--- config.mk ---
export PLATFORM = sky130hd
export DESIGN_NAME = wfg_pat_sync_gen
export DESIGN_NICKNAME = d
export VERILOG_FILES = /design/src/rtl/wfg_pat_sync_pkg.sv /design/src/rtl/wfg_pat_sync_gen.sv
export SDC_FILE = /design/constraint.sdc
export NUM_CORES = 1
export LEC_CHECK = 0
export BUFFER_PORTS_ARGS = -buffer_cell sky130_fd_sc_hd__buf_2
export CORE_UTILIZATION = 50
export CTS_CLUSTER_SIZE = 24
export DETAILED_ROUTE_END_ITERATION = 10
export PLACE_DENSITY = 0.71
export SETUP_SLACK_MARGIN = 0.4
export SLEW_MARGIN = 20
export SYNTH_ARGS = -nofsm -noshare
export SYNTH_HDL_FRONTEND = slang
export SYNTH_SLANG_ARGS = --single-unit
export TNS_END_PERCENT = 20
--- constraint.sdc ---
create_clock -name wb_clk_i -period 4.4 [get_ports wb_clk_i]
set_clock_uncertainty 0.05 [all_clocks]
set_input_delay 0.44 -clock wb_clk_i [delete_from_list [all_inputs] [get_ports wb_clk_i]]
set_output_delay 0.44 -clock wb_clk_i [all_outputs]
set_load 0.02 [all_outputs]
--- src/rtl/wfg_pat_sync_pkg.sv ---
// Shared types and default widths for the pattern sync generator.
package wfg_pat_sync_pkg;

   localparam int unsigned WFG_SUBCYCLE_W_DEF = 16;
   localparam int unsigned WFG_SYNC_W_DEF     = 8;

   typedef enum logic [1:0] {
      ST_IDLE = 2'd0,
      ST_RUN  = 2'd1,
      ST_STOP = 2'd2
   } wfg_pat_sync_state_e;

endpackage

--- src/rtl/wfg_pat_sync_gen.sv ---
// Timing master for the pattern driver: sync pulse, subcycle strobe and subcycle index.
// Outputs are registered one stage behind the counters they describe.
module wfg_pat_sync_gen
   import wfg_pat_sync_pkg::*;
#(
   parameter int unsigned SUBCYCLE_W = WFG_SUBCYCLE_W_DEF,
   parameter int unsigned SYNC_W     = WFG_SYNC_W_DEF
) (
   input  logic                  wb_clk_i,
   input  logic                  wb_rst_i,
   input  logic                  ctrl_en_q_i,
   input  logic [SUBCYCLE_W-1:0] cfg_subcycle_q_i,
   input  logic [SYNC_W-1:0]     cfg_sync_q_i,
   output logic                  wfg_pat_sync_o,
   output logic                  wfg_pat_subcycle_o,
   output logic [SYNC_W-1:0]     wfg_pat_subcycle_cnt_o,
   output logic                  wfg_core_active_o
);

   wfg_pat_sync_state_e   state, state_nxt;
   logic [SUBCYCLE_W-1:0] clk_cnt, clk_cnt_nxt, sub_len, sub_len_nxt;
   logic [SYNC_W-1:0]     sub_cnt, sub_cnt_nxt, sync_len, sync_len_nxt;
   logic                  running, sub_end, period_end;

   always_comb begin
      running      = (state != ST_IDLE);
      sub_end      = (clk_cnt == sub_len);
      period_end   = sub_end && (sub_cnt == sync_len);
      state_nxt    = state;
      clk_cnt_nxt  = clk_cnt;
      sub_cnt_nxt  = sub_cnt;
      sub_len_nxt  = sub_len;
      sync_len_nxt = sync_len;

      case (state)
         ST_IDLE: begin
            if (ctrl_en_q_i) begin
               state_nxt    = ST_RUN;
               sub_len_nxt  = cfg_subcycle_q_i;
               sync_len_nxt = cfg_sync_q_i;
            end else begin
               state_nxt = ST_IDLE;
            end
         end
         ST_RUN: begin
            // Enable dropping exactly at period end skips STOP entirely.
            if (!ctrl_en_q_i) begin
               state_nxt = period_end ? ST_IDLE : ST_STOP;
            end else begin
               state_nxt = ST_RUN;
            end
         end
         ST_STOP: begin
            if (ctrl_en_q_i) begin
               state_nxt = ST_RUN;
            end else if (period_end) begin
               state_nxt = ST_IDLE;
            end else begin
               state_nxt = ST_STOP;
            end
         end
         default: begin
            state_nxt = ST_IDLE;
         end
      endcase

      if (running) begin
         if (period_end) begin
            clk_cnt_nxt  = '0;
            sub_cnt_nxt  = '0;
            sub_len_nxt  = cfg_subcycle_q_i;
            sync_len_nxt = cfg_sync_q_i;
         end else if (sub_end) begin
            clk_cnt_nxt = '0;
            sub_cnt_nxt = sub_cnt + 1'b1;
         end else begin
            clk_cnt_nxt = clk_cnt + 1'b1;
         end
      end else begin
         clk_cnt_nxt = '0;
         sub_cnt_nxt = '0;
      end
   end

   always_ff @(posedge wb_clk_i) begin
      if (wb_rst_i) begin
         state    <= ST_IDLE;
         clk_cnt  <= '0;
         sub_cnt  <= '0;
         sub_len  <= '0;
         sync_len <= '0;
      end else begin
         state    <= state_nxt;
         clk_cnt  <= clk_cnt_nxt;
         sub_cnt  <= sub_cnt_nxt;
         sub_len  <= sub_len_nxt;
         sync_len <= sync_len_nxt;
      end
   end

   // Output stage decodes the current counters, giving one clock of latency.
   always_ff @(posedge wb_clk_i) begin
      if (wb_rst_i) begin
         wfg_pat_sync_o         <= 1'b0;
         wfg_pat_subcycle_o     <= 1'b0;
         wfg_pat_subcycle_cnt_o <= '0;
         wfg_core_active_o      <= 1'b0;
      end else begin
         wfg_pat_sync_o         <= running && (clk_cnt == '0) && (sub_cnt == '0);
         wfg_pat_subcycle_o     <= running && (clk_cnt == '0);
         wfg_pat_subcycle_cnt_o <= running ? sub_cnt : '0;
         wfg_core_active_o      <= running;
      end
   end

endmodule

==> impl_results.md <==
- H-tree Lvls: 3
- Cell at the root of the clock tree: sky130_fd_sc_hd__clkbuf_8
- Per-cell via count in the routed design: 5.022
- Fin Setup TNS: 0 ns
- Port Buffer Count: 37
- Global-route wire length before repair: 8625 um
- Fmax: roughly 0.37 GHz
- Die area: roughly 0.0060 sq mm
- Sequential standard cell area: between 0.001 and 0.0015 sq mm
- Clock transition at the register clock pins on the worst setup and hold paths after CTS: approximately 0.06 ns
- Maximum number of pins on one net before global-route repair: 57
- Layout overhead on the synthesized area: 12.30%
- RePlAce Congestion: 0.8190
- Drt first pass iters: 4
- CTS sink cnt: about 60
- Most frequent cell after synthesis: sky130_fd_sc_hd__dfxtp_1
- Unrepaired setup endpoints after global routing: false
- Required time worst endpoint: 4.56 ns
- Number of buffers added for setup after CTS: 0
- Synth unique cells: 28
- Part of the Yosys area used for sequential elements: between 40% and 50%
- Ranking of synthesized cells by instance count: sky130_fd_sc_hd__dfxtp_1 (61), sky130_fd_sc_hd__nand2b_1 (48), sky130_fd_sc_hd__xor2_1 (31), sky130_fd_sc_hd__mux2i_1 (27), sky130_fd_sc_hd__nor2_1 (23)
- Final Worst Setup Slack: roughly 1.7 ns
- Clk_lat worst skew: about 0.34 ns
- Maximum net fanout on the critical path: 24
- Count of endpoints failing setup in the final report: 0
- Count of warnings emitted by yosys: 0
- Hold Fails Final Rpt: 0
- Type of origin of the critical path: flop
- CTS tree: yes
- Initial Utilization: 51.92%
- Count of state elements after synthesis: 61
- Tcrit/Tclk final: about three fifths
- Via count of the first global-routing pass: between 1500 and 2000
- Number of hold-repair buffers added at the cts stage: 0
- GRT Resource Usage Total: a little under a fifth
- Status: finished clean
- Post-DRT Antenna Nets: 0
- Ratio of total power to cell area: roughly 360 mW/mm^2
- Via Count: around 2100
- Number of antenna violations at the first check in global routing: 0
- Max-slew headroom: 49.09%
- Post-synth EDFFs: 0
- Area occupied by multi-input gates: 0.001499 sq mm
- NumNets Final: 368
- Worst IR Drop VDD: about 0.17 mV
- Mapped cell area: approximately 0.0029 sq mm
- Worst hold-check path type: in2reg
- Diodes inserted: 0
- Routed Wire Length: approximately 5300 um
- Number of buffers created by CTS: 9
- Cells along the critical path: xor2_1 > nor4_1 > nand4_1 > o31a_1 > buf_4 > mux2i_1
- Maximum number of buffers from clock root to sink: 2
- Rows: 27
- DRT iter0 DRCs: between 100 and 150
- Synth async-reset ratio: 0%
- Largest incremental delay on the critical path: 0.66 ns
- Fill cell count: between 500 and 600
- Average wire per standard cell: 12.78 um
- Count of maximum capacitance violations: 0
- Core area: between 0.005 and 0.006 sq mm
- Final Max Slew Viols: 0
- Area share of the largest cell type after synthesis: a little over two fifths
- Residual overflow from global routing: 0
- Minimum setup slack after placement: roughly 1.8 ns
- Number of standard cells after synthesis: slightly above 300
- Net Count, Synth: around 340
- Library cell with the largest summed area after synthesis: sky130_fd_sc_hd__dfxtp_1
- Type of the worst setup path: reg2reg
- Largest cells by area after synthesis: sky130_fd_sc_hd__dfxtp_1 (43%), sky130_fd_sc_hd__nand2b_1 (11%), sky130_fd_sc_hd__xor2_1 (9.5%)
- Critical Path End Type: flop
- I/O Pins: 38
- Gates resized, CTS repair: 0
- Total half-perimeter wirelength after legalization and detailed placement: 3590 um
- Height of the chip: 77.62 um
- Slowest cell on the critical path: sky130_fd_sc_hd__nand4_1
- Share of post-route cells with drive strength above 1: 15.34%
- Residual DRC: 0
- Final worst path period need: about 2.7 ns
- Data arrival at the endpoint of the critical path: roughly 2.9 ns
- Transition time at the pin with the least slew margin: roughly 0.76 ns
- Syn avg cell area: 9.374 sq um
- Static Leakage: about 1.4 nW
- Chip width: 77.62 um
- Flip-flop cell with the highest count after synthesis: sky130_fd_sc_hd__dfxtp_1
==> cell type report <==
type	instances	share of cell area, %
clock buffer	14	5.378
tap	72	2.806
timing repair buffer	38	6.002
multi-input combinational	217	46.69
sequential	61	38.04
inverter	8	0.9353
clock inverter	1	0.1559
==> kinds of logic (layout without fill, tap and decap cells) <==
logic type | Yosys count | after routing | share of synthesized area [%]
AND/OR/NAND/NOR | 130 | 130 | 25.47
multiplexers | 27 | 27 | 9.453
flip-flops | 61 | 61 | 42.71
adder cells (fa/ha/maj) | 6 | 6 | 2.626
buffers and inverters | 27 | 61 | 4.858
XOR/XNOR | 39 | 39 | 11.95
AO/OA/AOI/OAI | 15 | 15 | 2.932
==> per-layer routing <==
layer | global-route usage [%] | up-vias | wire length, um | part of all wire (%)
met5 | 0 | - | 0 | 0
li1 | - | 1067 | - | -
met2 | 24.34 | 53 | 2044 | 39
met4 | 11.89 | 0 | 137 | 2.6
met1 | 27.53 | 934 | 2880 | 55
met3 | 3.176 | 10 | 192 | 3.7
==> path summary, 6_finish.rpt <==
path	from	endpoint	slack [ns]	depth (start not counted)
worst max-delay path	clk_cnt[8]$_SDFF_PP0_	sub_len[12]$_SDFF_PP0_	1.69	6
worst min-delay path	cfg_sync_q_i[0]	sync_len[0]$_SDFF_PP0_	0.30	3
worst max register to register	clk_cnt[8]$_SDFF_PP0_	sub_len[12]$_SDFF_PP0_	1.69	6
worst min register to register	sync_len[5]$_SDFF_PP0_	sync_len[5]$_SDFF_PP0_	0.44	2
==> flip-flops by register name, summed over array words and instances, names as in the netlist <==
| signal | cells |
|---|---|
| wfg_pat_subcycle_o | 1 |
| state | 2 |
| wfg_pat_subcycle_cnt_o | 8 |
| sync_len | 8 |
| sub_cnt | 8 |
| clk_cnt | 16 |
| wfg_core_active_o | 1 |
| sub_len | 16 |
| wfg_pat_sync_o | 1 |
==> where the power goes <==
part | switching (mW) | leakage [nW] | internal, mW | total (mW)
clock network | 0.201 | 0.0926 | 0.247 | 0.448
registers | 0.0151 | 0.496 | 0.574 | 0.589
logic | 0.0629 | 0.843 | 0.0542 | 0.117
==> critical path, delay by kind of cell (launching register included) <==
kind	cells	cell delay [ns]
and+or+nand+nor	2	1.00
muxes	1	0.16
xor gates and xnor gates	1	0.18
AOI/OAI and AO/OA	1	0.52
DFF	1	0.38
buffers and inverters	1	0.26
==> per-stage QoR <==
| step | hold slack (ns) | power [mW] | cell area (sq um) | utilization, % | instances |
|---|---|---|---|---|---|
| global placement | 0.4218 | 0.7147 | 3033 | 55.08 | 396 |
| finish | 0.2988 | 1.154 | 3211 | 58.30 | 411 |
| CTS | 0.2866 | 1.166 | 3211 | 58.30 | 411 |
| global route | 0.2995 | 1.204 | 3211 | 58.30 | 411 |
| floorplan | 0.4013 | 0.6903 | 2859 | - | 305 |
| detailed placement | 0.4305 | 0.7175 | 3033 | 55.08 | 396 |
==> cells in the final DEF, fill, tap and decap left out, types with 2 or more instances in the layout <==
cell type / instances
sky130_fd_sc_hd__nor4b_1: 4
sky130_fd_sc_hd__and2_1: 5
sky130_fd_sc_hd__clkbuf_1: 2
sky130_fd_sc_hd__nor2_1: 23
sky130_fd_sc_hd__nand2b_1: 48
sky130_fd_sc_hd__nand2_1: 10
sky130_fd_sc_hd__inv_1: 8
sky130_fd_sc_hd__o21ai_0: 7
sky130_fd_sc_hd__nor3_1: 9
sky130_fd_sc_hd__mux2i_1: 27
sky130_fd_sc_hd__nand3_1: 7
sky130_fd_sc_hd__clkbuf_8: 12
sky130_fd_sc_hd__a21oi_1: 4
sky130_fd_sc_hd__or3_1: 3
sky130_fd_sc_hd__ha_1: 6
sky130_fd_sc_hd__xnor2_1: 8
sky130_fd_sc_hd__xor2_1: 31
sky130_fd_sc_hd__nor4_1: 9
sky130_fd_sc_hd__dfxtp_1: 61
sky130_fd_sc_hd__and3_1: 5
sky130_fd_sc_hd__nand4_1: 5
sky130_fd_sc_hd__buf_2: 37
No activity file was read; power rests on OpenSTA's default activity.
